### config.mk
export PLATFORM = sky130hd
export DESIGN_NAME = ex_stage_mc
export DESIGN_NICKNAME = d
export VERILOG_FILES = /design/src/rtl/ex_pkg.sv /design/src/rtl/ex_muldiv_iter.sv /design/src/rtl/ex_stage_mc.sv
export SDC_FILE = /design/constraint.sdc
export NUM_CORES = 1
export LEC_CHECK = 0
export ABC_CLOCK_PERIOD_IN_PS = 16000
export CORE_ASPECT_RATIO = 1.75
export CORE_MARGIN = 5
export CORE_UTILIZATION = 36
export DETAILED_ROUTE_END_ITERATION = 10
export PLACE_DENSITY = 0.64
export SYNTH_ARGS = -nofsm -noshare
export SYNTH_HDL_FRONTEND = slang
export SYNTH_SLANG_ARGS = --single-unit
### constraint.sdc
create_clock -name clk -period 16 [get_ports clk]
set_clock_uncertainty 0.05 [all_clocks]
set_input_delay 1.6 -clock clk [delete_from_list [all_inputs] [get_ports clk]]
set_output_delay 1.6 -clock clk [all_outputs]
set_load 0.02 [all_outputs]
### src/rtl/ex_pkg.sv
// Shared op codes, FSM states and forwarding encodings for the execute stage.
// EX_DIV_EN adds DIVU/REMU to the multi-cycle engine.
package ex_pkg;

  localparam int unsigned OP_W = 4;

  localparam logic [OP_W-1:0] OP_ADD   = 4'd0;
  localparam logic [OP_W-1:0] OP_SUB   = 4'd1;
  localparam logic [OP_W-1:0] OP_AND   = 4'd2;
  localparam logic [OP_W-1:0] OP_OR    = 4'd3;
  localparam logic [OP_W-1:0] OP_XOR   = 4'd4;
  localparam logic [OP_W-1:0] OP_SLL   = 4'd5;
  localparam logic [OP_W-1:0] OP_SRL   = 4'd6;
  localparam logic [OP_W-1:0] OP_SRA   = 4'd7;
  localparam logic [OP_W-1:0] OP_MUL   = 4'd8;
  localparam logic [OP_W-1:0] OP_MULHU = 4'd9;
  localparam logic [OP_W-1:0] OP_DIVU  = 4'd10;
  localparam logic [OP_W-1:0] OP_REMU  = 4'd11;

  localparam logic [1:0] FWD_REG  = 2'd0;
  localparam logic [1:0] FWD_MEM  = 2'd1;
  localparam logic [1:0] FWD_WB   = 2'd2;
  localparam logic [1:0] FWD_REG3 = 2'd3;

  typedef enum logic [1:0] {
    MD_IDLE = 2'd0,
    MD_RUN  = 2'd1,
    MD_DONE = 2'd2
  } md_state_e;

  typedef struct packed {
    logic n;
    logic z;
    logic c;
    logic v;
  } ccodes_t;

  function automatic logic is_div(input logic [OP_W-1:0] op);
    return (op == OP_DIVU) || (op == OP_REMU);
  endfunction

  function automatic logic is_multicycle(input logic [OP_W-1:0] op);
`ifdef EX_DIV_EN
    return (op == OP_MUL) || (op == OP_MULHU) || is_div(op);
`else
    return (op == OP_MUL) || (op == OP_MULHU);
`endif
  endfunction

endpackage

### src/rtl/ex_muldiv_iter.sv
// Iterative one-bit-per-cycle multiply (shift-add) and, with EX_DIV_EN,
// restoring divide; owns the IDLE/RUN/DONE sequencing and operand latches.
module ex_muldiv_iter
  import ex_pkg::*;
#(
  parameter int unsigned WIDTH = 32
) (
  input  logic             clk,
  input  logic             reset,
  input  logic             start,
  input  logic             stall,
  input  logic             abort,
  input  logic [OP_W-1:0]  op,
  input  logic [WIDTH-1:0] opa,
  input  logic [WIDTH-1:0] opb,
  output logic             busy_c,
  output logic             done_c,
  output logic [WIDTH-1:0] result_c
);

  localparam int unsigned CNT_W = $clog2(WIDTH);

  md_state_e          state;
  md_state_e          state_next;
  logic               load;
  logic               step;
  logic [CNT_W-1:0]   cnt;
  logic [2*WIDTH-1:0] acc;
  logic [2*WIDTH-1:0] acc_next;
  logic [WIDTH-1:0]   opb_q;
  logic [OP_W-1:0]    op_q;
  logic [WIDTH:0]     mul_sum;
`ifdef EX_DIV_EN
  logic [WIDTH:0]     div_part;
  logic [WIDTH:0]     div_diff;
  logic               q_bit;
`endif

  always_ff @(posedge clk or posedge reset) begin
    if (reset) state <= MD_IDLE;
    else       state <= state_next;
  end

  // Sequencing: stays in DONE while downstream is stalled so the result is not lost.
  always_comb begin
    state_next = state;
    busy_c     = 1'b0;
    done_c     = 1'b0;
    load       = 1'b0;
    step       = 1'b0;
    case (state)
      MD_IDLE: begin
        busy_c = start;
        if (start && !abort) begin
          load       = 1'b1;
          state_next = MD_RUN;
        end
      end
      MD_RUN: begin
        busy_c = 1'b1;
        step   = 1'b1;
        if (abort)            state_next = MD_IDLE;
        else if (cnt == '0)   state_next = MD_DONE;
      end
      MD_DONE: begin
        busy_c = stall;
        done_c = 1'b1;
        if (abort || !stall) state_next = MD_IDLE;
      end
      default: state_next = MD_IDLE;
    endcase
  end

  // acc = {high/remainder, low/quotient}; both engines retire one bit per step.
  always_comb begin
    mul_sum  = {1'b0, acc[2*WIDTH-1:WIDTH]} + (acc[0] ? {1'b0, opb_q} : '0);
    acc_next = {mul_sum, acc[WIDTH-1:1]};
`ifdef EX_DIV_EN
    div_part = acc[2*WIDTH-1:WIDTH-1];
    div_diff = div_part - {1'b0, opb_q};
    q_bit    = (div_part >= {1'b0, opb_q});
    if (is_div(op_q)) begin
      acc_next = {(q_bit ? div_diff[WIDTH-1:0] : div_part[WIDTH-1:0]),
                  acc[WIDTH-2:0], q_bit};
    end
`endif
  end

  always_ff @(posedge clk or posedge reset) begin
    if (reset) begin
      cnt   <= '0;
      acc   <= '0;
      opb_q <= '0;
      op_q  <= OP_ADD;
    end else if (load) begin
      cnt   <= CNT_W'(WIDTH - 1);
      acc   <= {{WIDTH{1'b0}}, opa};
      opb_q <= opb;
      op_q  <= op;
    end else if (step) begin
      cnt   <= cnt - CNT_W'(1);
      acc   <= acc_next;
    end
  end

  assign result_c = ((op_q == OP_MULHU) || (op_q == OP_REMU)) ? acc[2*WIDTH-1:WIDTH]
                                                               : acc[WIDTH-1:0];

endmodule

### src/rtl/ex_stage_mc.sv
// Execute stage: operand forwarding, single-cycle ALU, NZCV register and the
// EX/MA register, with MUL/DIV handed to ex_muldiv_iter (DIV only if EX_DIV_EN).
module ex_stage_mc
  import ex_pkg::*;
#(
  parameter int unsigned WIDTH   = 32,
  parameter int unsigned RADDR_W = 5,
  parameter int unsigned WB_W    = 2,
  parameter int unsigned MA_W    = 4
) (
  input  logic               clk,
  input  logic               reset,
  input  logic               i_valid,
  input  logic [OP_W-1:0]    i_op,
  input  logic               i_cc_we,
  input  logic               i_src2_imm,
  input  logic [WIDTH-1:0]   i_rs1,
  input  logic [WIDTH-1:0]   i_rs2,
  input  logic [WIDTH-1:0]   i_imm,
  input  logic [WIDTH-1:0]   i_pc,
  input  logic [1:0]         i_fwd_sel1,
  input  logic [1:0]         i_fwd_sel2,
  input  logic [WIDTH-1:0]   i_fwd_mem,
  input  logic [WIDTH-1:0]   i_fwd_wb,
  input  logic [RADDR_W-1:0] i_rds_addr,
  input  logic [WB_W-1:0]    i_wb_ctrl,
  input  logic [MA_W-1:0]    i_ma_ctrl,
  input  logic               i_stall,
  input  logic               i_flush,
  output logic               o_busy,
  output logic               o_valid,
  output logic [WIDTH-1:0]   o_rslt,
  output logic [WIDTH-1:0]   o_store_data,
  output logic [WIDTH-1:0]   o_pc,
  output logic [RADDR_W-1:0] o_rds_addr,
  output logic [WB_W-1:0]    o_wb_ctrl,
  output logic [MA_W-1:0]    o_ma_ctrl,
  output logic [3:0]         o_ccodes
);

  localparam int unsigned SH_W = $clog2(WIDTH);

  logic [WIDTH-1:0] op1;
  logic [WIDTH-1:0] rs2_fwd;
  logic [WIDTH-1:0] op2;
  logic [WIDTH:0]   sum;
  logic [WIDTH:0]   diff;
  logic [SH_W-1:0]  shamt;
  logic [WIDTH-1:0] alu;
  logic             carry;
  logic             ovf;
  ccodes_t          alu_cc;
  ccodes_t          cc;
  logic             md_start;
  logic             md_done;
  logic [WIDTH-1:0] md_result;
  logic             alu_accept;

  always_comb begin
    op1 = i_rs1;
    case (i_fwd_sel1)
      FWD_MEM: op1 = i_fwd_mem;
      FWD_WB:  op1 = i_fwd_wb;
      default: op1 = i_rs1;
    endcase
    rs2_fwd = i_rs2;
    case (i_fwd_sel2)
      FWD_MEM: rs2_fwd = i_fwd_mem;
      FWD_WB:  rs2_fwd = i_fwd_wb;
      default: rs2_fwd = i_rs2;
    endcase
    op2 = i_src2_imm ? i_imm : rs2_fwd;
  end

  // Single-cycle ALU; illegal and multi-cycle codes fall through to zero.
  always_comb begin
    sum   = {1'b0, op1} + {1'b0, op2};
    diff  = {1'b0, op1} - {1'b0, op2};
    shamt = op2[SH_W-1:0];
    alu   = '0;
    carry = 1'b0;
    ovf   = 1'b0;
    case (i_op)
      OP_ADD: begin
        alu   = sum[WIDTH-1:0];
        carry = sum[WIDTH];
        ovf   = (op1[WIDTH-1] == op2[WIDTH-1]) && (sum[WIDTH-1] != op1[WIDTH-1]);
      end
      OP_SUB: begin
        alu   = diff[WIDTH-1:0];
        carry = ~diff[WIDTH];
        ovf   = (op1[WIDTH-1] != op2[WIDTH-1]) && (diff[WIDTH-1] != op1[WIDTH-1]);
      end
      OP_AND:  alu = op1 & op2;
      OP_OR:   alu = op1 | op2;
      OP_XOR:  alu = op1 ^ op2;
      OP_SLL:  alu = op1 << shamt;
      OP_SRL:  alu = op1 >> shamt;
      OP_SRA:  alu = WIDTH'($signed(op1) >>> shamt);
      default: alu = '0;
    endcase
    alu_cc.n = alu[WIDTH-1];
    alu_cc.z = (alu == '0);
    alu_cc.c = carry;
    alu_cc.v = ovf;
  end

  assign md_start = i_valid && is_multicycle(i_op);

  ex_muldiv_iter #(
    .WIDTH (WIDTH)
  ) u_muldiv (
    .clk      (clk),
    .reset    (reset),
    .start    (md_start),
    .stall    (i_stall),
    .abort    (i_flush),
    .op       (i_op),
    .opa      (op1),
    .opb      (rs2_fwd),
    .busy_c   (o_busy),
    .done_c   (md_done),
    .result_c (md_result)
  );

  assign alu_accept = i_valid && !o_busy && !md_done && !i_stall && !i_flush
                      && !is_multicycle(i_op);

  always_ff @(posedge clk or posedge reset) begin
    if (reset)                       cc <= '0;
    else if (alu_accept && i_cc_we)  cc <= alu_cc;
  end

  assign o_ccodes = cc;

  // EX/MA register: flush beats stall; bubbles while the engine is busy.
  always_ff @(posedge clk or posedge reset) begin
    if (reset) begin
      o_valid      <= 1'b0;
      o_rslt       <= '0;
      o_store_data <= '0;
      o_pc         <= '0;
      o_rds_addr   <= '0;
      o_wb_ctrl    <= '0;
      o_ma_ctrl    <= '0;
    end else if (i_flush) begin
      o_valid      <= 1'b0;
    end else if (!i_stall) begin
      if (o_busy) begin
        o_valid      <= 1'b0;
      end else begin
        o_valid      <= md_done ? 1'b1 : i_valid;
        o_rslt       <= md_done ? md_result : alu;
        o_store_data <= rs2_fwd;
        o_pc         <= i_pc;
        o_rds_addr   <= i_rds_addr;
        o_wb_ctrl    <= i_wb_ctrl;
        o_ma_ctrl    <= i_ma_ctrl;
      end
    end
  end

endmodule

==> results.py, run 1 <==
metrics = {
    "synth": {
        "ys_seq_area_share_pct": 25.9,
        "syn_area_mm2": 0.0211,
        "avgSynthCellArea_um2": 7.71,
        "synth_warnings": 0,
        "yosysTopAreaCell": "dfrtp_1",
        "synth.distinct_cells": 104,
        "synth-seq-cells": 218,
        "postSynthCellCount": 2732,
        "netlist.area_leader.share_pct": 25.9,
        "synth_enable_flop_cells": 0,
        "synthArstFlopShare_pct": 100,
        "synth_flop_cell": "dfrtp_1",
        "synth_nets": 3097,
        "netlist_top_cells_area": "dfrtp_1 (26%), ha_1 (8.6%), nand2_1 (6.3%), o21ai_0 (6.0%), nor2_1 (4.7%)",
    },
    "grt": {
        "grt_first_pass_wirelength_um": 156000,
        "grt_overflow": 0,
        "grt_max_degree": 146,
        "gr-usage-all-layers_pct": 32.4,
        "antenna_found_initial": 1,
        "grt_pass1_vias": 23100,
    },
    "finish": {
        "layout-drive-gt1-share_pct": 7.39,
        "final_cells": 3739,
        "final_area_mm2": 0.0258,
        "areaGrowthSynthToFinish_pct": 22.4,
        "postLayoutCoreUtil_pct": 44.3,
        "layout_common_cells": "nand2_1 (350), clkdlybuf4s50_1 (329), nor2_1 (262), o21ai_0 (251), dfrtp_1 (218)",
        "mostFrequentLayoutCell": "nand2_1",
        "fin_nets": 3316,
    },
    "setup_path": {
        "r2r_cells": 15,
        "worst-setup-path-type": "in -> reg",
        "r2r_slack_ns": 11.53,
        "endpoint_kind": "register",
        "start_kind": "primary input",
        "crit_arrival_ns": 9.21,
        "r2r_end": "u_muldiv.acc[63]",
        "worstReg2RegStart": "u_muldiv.acc[0]",
        "crit_end": "o_ccodes[2]",
        "critPathRequiredTime_ns": 16.38,
        "cp-startpoint": "i_fwd_sel2[0]",
        "critPathMaxFanout": 66,
    },
    "run": {
        "drv_cap": 0,
    },
    "floorplan": {
        "die_x_um": 193,
        "design.core.area_mm2": 0.0581,
        "rows": 117,
        "chipHeight_um": 330,
        "pin_count": 331,
        "initial_core_util_pct": 36.2,
        "die-area_mm2": 0.0636,
    },
    "cts": {
        "h-tree-depth": 1,
        "cts.path.max_buffers": 3,
        "root_buffer": "clkbuf_16",
        "clock-sinks": 218,
        "cts_resized": 0,
        "cts_setup_buffers": 0,
        "tritoncts": "yes",
        "ctsHoldBuffers": 0,
        "clk_pin_slew_ns": 0.07,
        "numCtsBuffers": 21,
        "clk_latency_ns": 0.52,
    },
    "drt": {
        "avgRoutedWirePerCell_um": 29.0,
        "via_per_inst": 6.37,
        "drc": 0,
        "wl_um": 108000,
        "vias": 23800,
        "drt-initial-drc-count": 2812,
        "drtAntennaViolNets": 0,
        "first_pass_iters": 6,
    },
    "power_and_ir_drop": {
        "vdd.ir_drop.worst_v": 0.0000720,
        "p_per_area_mw_per_mm2": 109,
        "power_uw": 2820,
        "leakage_uw": 0.0110,
    },
    "sta": {
        "hold_violations": 0,
        "drv_slew": 0,
        "max-slew-margin-rel_pct": 4.06,
        "tightest_slew_ns": 1.42,
        "fmax_ghz": 0.113,
        "rsz0062_at_grt": "no",
        "tns_ns": 0,
        "finalSetupViolCount": 0,
        "period_share_pct": 55.2,
        "period_needed_ns": 8.83,
    },
    "placed_design": {
        "numPortBuffers": 330,
        "place_hpwl_um": 83500,
        "place.gp.congestion": 1.02,
        "placed_cells": 3701,
        "dpl-instance-area_mm2": 0.0250,
    },
    "outcome": {
        "outcome": "finished, final reports clean",
    },
    "worst_hold_path": {
        "hp-start": "u_muldiv.opb_q[2]",
        "hold_path_class": "reg -> reg",
    },
}
[final cells by class]
class | instances | area (um^2)
Tap cell | 773 | 967
Multi-Input combinational cell | 2208 | 14400
Clock inverter | 12 | 176
Sequential cell | 218 | 5460
Fill cell | 5885 | 32400
Clock buffer | 25 | 561
Inverter | 109 | 424
Timing Repair Buffer | 393 | 3770
Antenna cell | 1 | 2.50
[per-layer routing]
layer  vias to the layer above  track usage [%]  part of all wire (%)  wire length (um)
li1                      10500                -                     -                 -
met1                     11600             38.6                    37             40400
met2                      1394             56.3                    49             52500
met3                       329             3.82                   7.4              8070
met4                         0             17.8                   6.8              7320
met5                         -                0                     0                 0
[metrics by stage]
step / hold WS [ns] / setup WS, ns
final: 0.423 / 7.17
after global routing: 0.445 / 7.00
after CTS: 0.427 / 7.56
after detailed placement: 0.413 / 6.99
after global placement: 0.404 / 7.15
after floorplan: 0.385 / 8.39
[flip-flops by register name, summed over array words and instances (netlist names)]
register        cells
u_muldiv.opb_q     32
u_muldiv.op_q       3
o_store_data       32
u_muldiv.cnt        5
o_ma_ctrl           4
u_muldiv.state      2
o_ccodes            4
o_rslt             32
u_muldiv.acc       64
o_wb_ctrl           2
o_rds_addr          5
o_valid             1
o_pc               32
[power breakdown]
group | total, uW | leakage, uW | switching (uW) | internal (uW)
Clock | 548 | 0.000363 | 230 | 318
Combinational | 1480 | 0.00785 | 941 | 542
Sequential | 791 | 0.00276 | 103 | 687
[synth_stat cells, drive strengths merged, types with 26 or more instances]
master	count
nand2	354
nor3	55
o22ai	77
inv	106
mux2	45
a31oi	26
xnor2	26
and2	39
o211ai	27
buf	61
dfrtp	218
a221o	71
clkbuf	136
mux2i	81
nand3	69
a22oi	44
a221oi	27
a21o	43
a21oi	158
nor2	265
a211oi	44
o21ai	285
ha	144
[worst min-delay path by stage]
stage	cells past startpoint	endpoint	slack [ns]
finish	2	u_muldiv.opb_q[2]	0.42
global route	2	u_muldiv.opb_q[24]	0.45
CTS	2	u_muldiv.opb_q[7]	0.43
detailed placement	2	u_muldiv.opb_q[7]	0.41
global placement	1	u_muldiv.op_q[3]	0.40
floorplan	1	u_muldiv.op_q[3]	0.39
[critical path, stage by stage]
cell             delay (ns)
clkdlybuf4s50_1        0.50
inv_1                  0.06
ha_2                   0.30
buf_4                  0.55
or3b_1                 0.46
o211ai_4               0.10
buf_4                  0.62
inv_2                  0.11
ha_1                   0.27
fa_1                   0.48
and2b_1                0.24
o31ai_1                0.13
a2111oi_2              0.60
o21ai_1                0.21
a21o_1                 0.20
a221oi_1               0.33
a21oi_1                0.09
a2111oi_1              0.60
nand4_1                0.19
nor4_1                 0.94
nand4_1                0.26
o41ai_2                0.34
[logic make-up (layout without fill, tap and decap cells)]
| family | after synthesis | after routing | share of synthesized area, % |
|---|---|---|---|
| AND/OR/NAND/NOR | 921 | 921 | 19.7 |
| other | 0 | 1 | 0 |
| buffers and inverters | 306 | 539 | 6.16 |
| XOR/XNOR | 43 | 43 | 1.79 |
| multiplexers | 126 | 126 | 6.29 |
| AO/OA/AOI/OAI | 971 | 971 | 31.4 |
| adder cells (fa/ha/maj) | 147 | 147 | 8.84 |
| flip-flops | 218 | 218 | 25.9 |
Power figures use the tool's default switching activity.
==> inputs of run 2 (changes only) <==
ABC_CLOCK_PERIOD_IN_PS = 7300   (was 16000)
PLACE_DENSITY = 0.66   (was 0.64)
clock period = 7.3 ns   (was 16 ns; I/O delays follow)
==> run 2 against run 1 <==
Against the previous run: critical path type unchanged; largest power group unchanged; flip-flop and latch count is the same; non-clock buffer count grew 37; clock power grew 110%; register-to-register slack worse by 8.6 ns; sequential share of layout area decreased by 0.19 points; worst hold slack better by 0.0021 ns; utilization up 0.39 points; largest cell class unchanged.
==> results.py, run 2 (same netlist as run 1, synthesis figures left out) <==
metrics = {
    "outcome": {
        "outcome": "finished, final reports clean",
    },
    "sta": {
        "rsz0062_at_grt": "no",
        "max-slew-margin-rel_pct": 13.9,
        "hold_violations": 0,
        "drv_slew": 0,
        "period_needed_ns": 6.53,
        "period_share_pct": 89.4,
        "tns_ns": 0,
        "tightest_slew_ns": 1.26,
        "finalSetupViolCount": 0,
        "fmax_ghz": 0.153,
    },
    "grt": {
        "antenna_found_initial": 4,
        "grt_pass1_vias": 23500,
        "gr-usage-all-layers_pct": 32.0,
        "grt_overflow": 0,
        "grt_max_degree": 94,
        "grt_first_pass_wirelength_um": 154000,
    },
    "setup_path": {
        "crit_path_cell_trace": "clkdlybuf4s50_1 > inv_1 > ha_2 > buf_4 > buf_4 > nor2_1 > a21oi_1 > o21ai_0 > ha_1 > clkinv_1 > a21o_1 > o31ai_1 > nand2_1 > o21ai_0 > a31oi_1 > a2111oi_0 > and3_1 > nand4_1 > o41ai_2",
        "critPathMaxFanout": 33,
        "path_delay_family": "compound AO/OA/AOI/OAI gates",
        "worst-setup-path-type": "in -> reg",
        "critical-path-max-stage-delay_ns": 1.02,
        "worstReg2RegStart": "u_muldiv.acc[0]",
        "critPathRequiredTime_ns": 7.71,
        "crit_arrival_ns": 6.93,
        "endpoint_kind": "register",
        "cp-startpoint": "i_fwd_sel2[0]",
        "critical_path_buf_inv_count": 5,
        "cp_slowest_cell": "a2111oi_0",
        "start_kind": "primary input",
    },
    "finish": {
        "areaGrowthSynthToFinish_pct": 23.4,
        "mostFrequentLayoutCell": "nand2_1",
        "fin_nets": 3353,
        "layout_common_cells": "nand2_1 (350), clkdlybuf4s50_1 (329), nor2_1 (262), o21ai_0 (251), dfrtp_1 (218)",
        "layout-drive-gt1-share_pct": 8.37,
        "multi_input_area_mm2": 0.0144,
        "fill_cells": 5917,
        "largest_register_ffs": 64,
        "register_area_mm2": 0.00546,
        "top_register": "u_muldiv.acc",
    },
    "placed_design": {
        "place_hpwl_um": 83000,
        "place.gp.congestion": 1.11,
        "numPortBuffers": 330,
    },
    "cts": {
        "h-tree-depth": 1,
        "clk_latency_ns": 0.52,
        "clock-sinks": 218,
        "ctsHoldBuffers": 0,
        "clk_pin_slew_ns": 0.11,
        "cts_resized": 0,
        "cts_setup_buffers": 0,
        "tritoncts": "yes",
        "root_buffer": "clkbuf_16",
        "numCtsBuffers": 21,
        "cts.path.max_buffers": 3,
    },
    "worst_hold_path": {
        "hp-start": "u_muldiv.opb_q[24]",
        "hold_path_class": "reg -> reg",
    },
    "floorplan": {
        "design.core.area_mm2": 0.0581,
        "initial_core_util_pct": 36.2,
        "pin_count": 331,
        "die_x_um": 193,
        "rows": 117,
        "die-area_mm2": 0.0636,
        "chipHeight_um": 330,
    },
    "power_and_ir_drop": {
        "p_per_area_mw_per_mm2": 237,
        "p_sw_share_pct": 45.2,
        "vdd.ir_drop.worst_v": 0.000219,
        "p_clk_share_pct": 18.7,
        "combPwrFrac_pct": 53.1,
        "p_int_uw": 3370,
        "power_uw": 6150,
        "leakage_uw": 0.0111,
        "seq_power_share_pct": 28.2,
        "power.switching_uw": 2780,
    },
    "drt": {
        "via_per_inst": 6.34,
        "drtAntennaViolNets": 0,
        "drt-initial-drc-count": 2685,
        "vias": 24000,
        "wl_um": 107000,
        "first_pass_iters": 8,
        "drc": 0,
        "avgRoutedWirePerCell_um": 28.3,
    },
    "run": {
        "drv_cap": 0,
    },
}
[run 2: changes by cell type in the layout (fill, tap and decap cells not counted), sizes merged]
cell      delta
buf         +37
clkinv       -3
diode        +3
bufinv       -2
clkbuf       +2
clkinvlp     +1
[run 2: routing by layer]
metal / wire length, um / GRT usage, %
met1: 37800 / 35.8
met2: 51400 / 55.5
met3: 8310 / 4.96
met4: 9230 / 21.8
met5: 0 / 0
[run 2: tightest hold or removal path: stages (launching register included)]
cell     delay (ns)
dfrtp_1        0.34
nand2_1        0.05
o21ai_0        0.06
[run 2: power groups by stage]
stage,Clock [uW],Combinational (uW),Sequential (uW)
global placement,0,3180,1740
finish,1150,3270,1730
detailed placement,0,3170,1750
floorplan,0,1790,1840
CTS,1180,3190,1730
global route,1210,3480,1760
[run 2: metrics by stage]
| stage | setup WS [ns] | std cells | util, % | instance area, um^2 | hold WS [ns] |
|---|---|---|---|---|---|
| 2_1_floorplan | 0.556 | 2732 | - | 21100 | 0.385 |
| 3_3_place_gp | 0.429 | 3738 | 43.5 | 25300 | 0.400 |
| 3_5_place_dp | 0.403 | 3738 | 43.5 | 25300 | 0.412 |
| 4_1_cts | 0.952 | 3773 | 44.7 | 26000 | 0.430 |
| 5_1_grt | 0.252 | 3773 | 44.7 | 26000 | 0.448 |
| 6_report | 0.774 | 3777 | 44.7 | 26000 | 0.425 |
[run 2: final cells by class]
cell class	instances	area share, %
clock inverter	8	0.395
clock buffer	27	2.26
multi-input combinational	2208	55.4
tap	773	3.72
sequential	218	21.0
timing repair buffer	430	15.6
antenna	4	0.0385
inverter	109	1.63
[run 2: worst paths after layout]
path                                 endpoint  slack, ns  depth (start not counted)
setup / recovery                  o_ccodes[2]       0.77                         19
hold / removal             u_muldiv.opb_q[24]       0.42                          2
setup reg to reg             u_muldiv.acc[61]       2.92                         15
hold reg to reg            u_muldiv.opb_q[24]       0.42                          2
max in group asynchronous    u_muldiv.acc[34]       5.14                          3
min in group asynchronous             o_pc[5]       0.65                          2
